**config.mk**
```make
export PLATFORM = sky130hd
export DESIGN_NAME = writeback_unit
export DESIGN_NICKNAME = d
export VERILOG_FILES = /design/src/rtl/writeback_unit.sv
export SDC_FILE = /design/constraint.sdc
export NUM_CORES = 1
export LEC_CHECK = 0
export CAP_MARGIN = 5
export CORE_MARGIN = 2
export CORE_UTILIZATION = 31
export CTS_BUF_LIST = sky130_fd_sc_hd__clkbuf_8
export DETAILED_ROUTE_END_ITERATION = 7
export PLACE_DENSITY = 0.58
export SLEW_MARGIN = 0
export SYNTH_ARGS = -nofsm -noshare
export SYNTH_HDL_FRONTEND = slang
export SYNTH_SLANG_ARGS = --single-unit
```
**constraint.sdc**
```tcl
create_clock -name clk -period 6.4 [get_ports clk]
set_input_delay 1.28 -clock clk [delete_from_list [all_inputs] [get_ports clk]]
set_output_delay 1.28 -clock clk [all_outputs]
set_load 0.02 [all_outputs]
```
**src/rtl/writeback_unit.sv**
```systemverilog
// -----------------------------------------------------------------------------
// writeback_unit
//   Write-back stage in front of the 32x32 register file write port. Results
//   from the load (mem) and ALU paths arrive over valid/ready handshakes. They
//   are buffered in an in-order FIFO, and at most one register write is issued
//   per cycle. A scoreboard query reports destination registers that still
//   have writes queued, so decode can stall on them.
//
// Parameters
//   DEPTH  queue entries (power of 2, >= 2)
//   XLEN   data width
//
// Ports
//   clk, rst_n                   rising-edge clock, async active-low reset
//   mem_valid/ready/rd/data      load result handshake (priority producer)
//   alu_valid/ready/rd/data      ALU result handshake
//   rf_reg_write/rf_rd/
//     rf_write_data              registered register-file write port
//   query_rs1/2, busy_rs1/2      scoreboard query / pending-write flags
//   count                        entries currently queued
//
// Configuration
//   WB_BYPASS_EN  when defined, a push into an empty queue loads the rf_*
//                 registers directly (1-cycle latency). It never occupies a
//                 queue slot.
// -----------------------------------------------------------------------------
module writeback_unit #(
  parameter  int unsigned DEPTH = 4,
  parameter  int unsigned XLEN  = 32,
  localparam int unsigned CNT_W = $clog2(DEPTH) + 1
) (
  input  logic             clk,
  input  logic             rst_n,
  input  logic             mem_valid,
  output logic             mem_ready,
  input  logic [4:0]       mem_rd,
  input  logic [XLEN-1:0]  mem_data,
  input  logic             alu_valid,
  output logic             alu_ready,
  input  logic [4:0]       alu_rd,
  input  logic [XLEN-1:0]  alu_data,
  output logic             rf_reg_write,
  output logic [4:0]       rf_rd,
  output logic [XLEN-1:0]  rf_write_data,
  input  logic [4:0]       query_rs1,
  input  logic [4:0]       query_rs2,
  output logic             busy_rs1,
  output logic             busy_rs2,
  output logic [CNT_W-1:0] count
);

  localparam int unsigned PTR_W = $clog2(DEPTH);

  logic [4:0]       rd_mem_q   [DEPTH];
  logic [4:0]       rd_mem_d   [DEPTH];
  logic [XLEN-1:0]  data_mem_q [DEPTH];
  logic [XLEN-1:0]  data_mem_d [DEPTH];
  logic [PTR_W-1:0] rptr_q, rptr_d;
  logic [PTR_W-1:0] wptr_q, wptr_d;
  logic [CNT_W-1:0] count_q, count_d;
  logic             rf_we_q, rf_we_d;
  logic [4:0]       rf_rd_q, rf_rd_d;
  logic [XLEN-1:0]  rf_data_q, rf_data_d;

  logic             full;
  logic             mem_fire, alu_fire;
  logic [4:0]       push_rd;
  logic [XLEN-1:0]  push_data;
  logic             push_en;
  logic             pop;
  logic             bypass;
  logic             enq;

  // Handshake and push selection. A full queue refuses both producers even
  // when a pop happens on the same edge.
  always_comb begin
    full      = (count_q == CNT_W'(DEPTH));
    mem_ready = !full;
    alu_ready = !full && !mem_valid;
    mem_fire  = mem_valid && mem_ready;
    alu_fire  = alu_valid && alu_ready;
    push_rd   = mem_fire ? mem_rd   : alu_rd;
    push_data = mem_fire ? mem_data : alu_data;
    // x0 results complete the handshake but are never written.
    push_en   = (mem_fire || alu_fire) && (push_rd != 5'd0);
    pop       = (count_q != '0);
`ifdef WB_BYPASS_EN
    bypass    = push_en && (count_q == '0);
`else
    bypass    = 1'b0;
`endif
    enq       = push_en && !bypass;
  end

  // Queue storage, pointers, count and the registered write port.
  always_comb begin
    rd_mem_d   = rd_mem_q;
    data_mem_d = data_mem_q;
    rptr_d     = rptr_q;
    wptr_d     = wptr_q;
    count_d    = count_q;
    rf_we_d    = 1'b0;
    rf_rd_d    = rf_rd_q;
    rf_data_d  = rf_data_q;

    if (pop) begin
      rf_we_d   = 1'b1;
      rf_rd_d   = rd_mem_q[rptr_q];
      rf_data_d = data_mem_q[rptr_q];
      rptr_d    = rptr_q + 1'b1;
    end else if (bypass) begin
      rf_we_d   = 1'b1;
      rf_rd_d   = push_rd;
      rf_data_d = push_data;
    end

    if (enq) begin
      rd_mem_d[wptr_q]   = push_rd;
      data_mem_d[wptr_q] = push_data;
      wptr_d             = wptr_q + 1'b1;
    end

    case ({enq, pop})
      2'b10:   count_d = count_q + 1'b1;
      2'b01:   count_d = count_q - 1'b1;
      default: count_d = count_q;
    endcase
  end

  always_ff @(posedge clk or negedge rst_n) begin
    if (!rst_n) begin
      for (int unsigned i = 0; i < DEPTH; i++) begin
        rd_mem_q[i]   <= '0;
        data_mem_q[i] <= '0;
      end
      rptr_q    <= '0;
      wptr_q    <= '0;
      count_q   <= '0;
      rf_we_q   <= 1'b0;
      rf_rd_q   <= '0;
      rf_data_q <= '0;
    end else begin
      rd_mem_q   <= rd_mem_d;
      data_mem_q <= data_mem_d;
      rptr_q     <= rptr_d;
      wptr_q     <= wptr_d;
      count_q    <= count_d;
      rf_we_q    <= rf_we_d;
      rf_rd_q    <= rf_rd_d;
      rf_data_q  <= rf_data_d;
    end
  end

  // Scoreboard: slot i is live when its distance from the read pointer
  // (modulo DEPTH) is below count. The rf_* stage is deliberately excluded.
  always_comb begin
    logic [PTR_W-1:0] offset;
    busy_rs1 = 1'b0;
    busy_rs2 = 1'b0;
    offset   = '0;
    for (int unsigned i = 0; i < DEPTH; i++) begin
      offset = PTR_W'(i) - rptr_q;
      if (CNT_W'(offset) < count_q) begin
        if ((query_rs1 != 5'd0) && (rd_mem_q[i] == query_rs1)) busy_rs1 = 1'b1;
        if ((query_rs2 != 5'd0) && (rd_mem_q[i] == query_rs2)) busy_rs2 = 1'b1;
      end
    end
  end

  assign rf_reg_write  = rf_we_q;
  assign rf_rd         = rf_rd_q;
  assign rf_write_data = rf_data_q;
  assign count         = count_q;

endmodule
```
==> results by group <==
Critical path
  – CP Cell Sequence: xnor2_1 > inv_1 > ha_1 > nand2b_1 > o22ai_1 > nor4_1 > nor4_1 > a21oi_1 > clkdlybuf4s50_1
  – Most frequent cell on the critical path: nor4_1
  – CP arrival: about 3.4 ns
  – Crit path capture type: output pin
  – Worst Path Required: ~5.1 ns
  – RR Endpoint: count[2]$_DFFE_PN0P_
  – R2r worst-path depth: 11
  – R2R setup slack: 3.04 ns
  – Slowest cell on crit path: dfrtp_4
  – Max incr delay on CP: between 1 and 1.5 ns
  – Crit start category: flip-flop
  – Max FO, Critical Path: 43
  – Reg2reg start: count[2]$_DFFE_PN0P_
  – Crit path kind: flip-flop to output pin

STA
  – Worst slew pin tran: 0.890 ns
  – Slew Viols, Final: 0
  – Unrepaired setup endpoints after global routing: no
  – Period utilization: 72.5%
  – Final Skew: 0.0225 ns
  – Slew HR: between 40% and 50%
  – Final-report hold violation count: 0
  – Max Freq: ~220 MHz
  – Min Tclk post-route: 4.64 ns
  – Final setup vio count: 0
  – TNS Setup: 0 ns

Synthesis
  – Xor/xnor cell area share of the yosys netlist: 4.54%
  – Most frequent cell after synthesis: dfrtp_1
  – Largest area contributor in the netlist: dfrtp_1
  – Top post-synthesis cells by count: 193 x dfrtp_1, 146 x nor2_1, 145 x a21oi_1
  – Synth async-reset ratio: 100%
  – Ys flop type: dfrtp_1
  – Post-synthesis simple-gate area fraction: approximately 9.0%
  – Post-synth EDFFs: 0
  – Sequential-to-total area share from yosys stat: a little over half
  – Top cells by area, synth: dfrtp_1 53%, mux4_2 9.2%, a21oi_1 8.0%
  – Mux share of post-synthesis cell area: between 15 and 20%
  – Synthesized Nets: between 800 and 900
  – Synth Instances: 792
  – Post-synthesis area per instance: 11.4 µm²
  – Netlist cell types: 38
  – Main combinational cell family by area after synthesis: multiplexers
  – Share of the synthesized area in the top cell type: 53.3%
  – Cell Area, Synth: approximately 0.0091 mm²
  – Post-Synth Adder-Cell Area: ~1.5%
  – #FFs+latches synth: around 190
  – Synth Warn #: 0
  – Compound-Gate Fraction of Synth Area: roughly a tenth

Routing
  – Met1 wire length: 9820 µm
  – WL/cell: between 15 and 20 µm
  – Vias/cell: roughly 4.8
  – Initial DRC count: about 330
  – DRC: 0
  – DRT Pass-1 Iters: 4
  – Post-Route WL: 21,200 µm
  – Met2 Routed Length: slightly above 10,000 µm
  – Top sig layer: met4
  – Antenna-violating nets left: 0
  – Via Count: just over 6,000
  – Met3 wire len: about 800 µm

Status
  – Status: completed

Pwr
  – Lkg Pwr: between 4 and 5 nW
  – Pwr dens: roughly 530 mW/mm²
  – Final Total Pwr: 0.00592 W
  – VDD IR max: around 0.19 mV

Final layout
  – Layout cells sized above 1: 14.4%
  – Final std cell area, no fill: 0.0112 mm²
  – # diodes: 0
  – Post-layout util: approximately 39%
  – Final net count: ~990
  – Finished Layout Cells: between 1,000 and 1,500
  – Area growth syn-to-layout: 23.2%

Die
  – Rows: 62
  – Die Ht: between 150 and 200 µm
  – Die area: approximately 0.03 mm²
  – Die width: between 150 and 200 µm
  – Core Area: around 0.029 mm²
  – Initial Util: 31.5%
  – Ports: between 100 and 150

Clock network
  – CTS sink count: around 190
  – Clock slew at reported path FFs: 0.10 ns
  – # Post-CTS Setup Buffers: 0
  – TritonCTS Buffers: 17
  – Clk buf depth: 2
  – Clock Root Buffer: clkbuf_8
  – H-tree lvl count: 4
  – CTS resizes: 0
  – CTS tree: built
  – Clk_lat worst skew: around 0.47 ns
  – Hold-fix buffers at CTS: 0

Global routing
  – Initial antenna violation count: 0
  – First-pass GRT wire length: about 34,000 µm
  – Largest net degree at the start of global routing: 110
  – Total GRT Usage: about 14%
  – Vias in the first global route: between 6,000 and 7,000
  – GRT overflow: 0

Hold path
  – WHS Path Cells: 1
  – Min-delay src: rf_write_data[22]$_DFFE_PN0P_
  – Hold Crit Class: flip-flop to flip-flop
  – Worst Hold End: rf_write_data[22]$_DFFE_PN0P_

Place
  – Post-DP HPWL: around 14,000 µm
  – Post-place instance area: approximately 0.011 mm²
  – Inst Count DP: approximately 1,300
  – Global placement routability congestion: 0.849
  – Port Buffer Count: between 100 and 150

Job
  – Max-cap violations: 0
-- how the worst max path moves through the flow --
| stage | startpoint | end | slack (ns) |
|---|---|---|---|
| floorplan | query_rs1[4] | busy_rs1 | 2.71 |
| global route | rptr_q[0]$_DFFE_PN0P_ | busy_rs1 | 1.41 |
| CTS | rptr_q[0]$_DFFE_PN0P_ | busy_rs2 | 1.64 |
| detailed placement | query_rs1[2] | busy_rs1 | 1.79 |
| finish | rptr_q[0]$_DFFE_PN0P_ | busy_rs1 | 1.76 |
| global placement | query_rs2[0] | busy_rs2 | 1.84 |
-- worst max-delay path: cells and delay by family, from the launching register on --
family	cells	cell delay (ns)
AOI/OAI and AO/OA	2	0.25
xor gates and xnor gates	1	0.22
DFF	1	1.02
and+or+nand+nor	3	0.48
buffers and inverters	2	0.69
adders and majority gates	1	0.27
-- through the flow --
| step | worst slack, ns | hold slack (ns) |
|---|---|---|
| floorplan | 2.71 | 0.490 |
| global placement | 1.84 | 0.490 |
| detailed placement | 1.79 | 0.495 |
| CTS | 1.64 | 0.521 |
| global route | 1.41 | 0.529 |
| finish | 1.76 | 0.516 |
-- sequential cells by signal, summed over array words and instances, names as in the netlist --
register / cells
data_mem_q: 128
rf_reg_write: 1
rf_rd: 5
wptr_q: 2
count: 3
rptr_q: 2
rd_mem_q: 20
rf_write_data: 32
-- metal layers --
| layer | global-route usage (%) | up-vias |
|---|---|---|
| li1 | - | 2979 |
| met1 | 19.0 | 3057 |
| met2 | 23.7 | 107 |
| met3 | 2.89 | 16 |
| met4 | 3.75 | 0 |
| met5 | 0 | - |
-- area by class of cell --
type | count | area, µm²
tap | 384 | 480
clock inverter | 15 | 220
fill | 2766 | 17600
clock buffer | 17 | 234
sequential | 193 | 4830
multi-input combinational | 529 | 3950
timing repair buffer | 141 | 1410
inverter | 13 | 48.8
-- power by group --
part           switching [W]  total, W  leakage, nW  internal, W
clock               0.000470  0.000908        0.222     0.000437
sequential          0.000515   0.00236         2.14      0.00184
combinational        0.00127   0.00265         2.04      0.00138
-- placed cells by master, fill, tap and decap left out, drive strengths merged --
master         count
clkbuf            18
xor2              19
dfrtp            193
mux2              37
mux2i             36
bufinv             4
o21ai             18
nor2b              1
nand2b             2
nand2              5
a21oi            145
or2                1
clkinvlp           2
clkdlybuf4s50    131
mux4              37
nand3             12
nor2             147
o21ba              2
inv               17
o21bai             1
clkinv             5
o22ai              2
nor3               4
buf                9
nor4              11
a21boi             1
xnor2             28
fa                 1
or3                1
ha                 9
or4                3
a221oi             5
nor3b              1
-- cell families (layout without fill, tap and decap cells) --
kind of cell | count (synthesis) | count (layout)
xor gates and xnor gates | 47 | 47
and+or+nand+nor | 188 | 188
AOI/OAI and AO/OA | 174 | 174
buffers and inverters | 70 | 186
muxes | 110 | 110
adders and majority gates | 10 | 10
DFF | 193 | 193
Note: power is estimated with default switching activity, not from simulation.
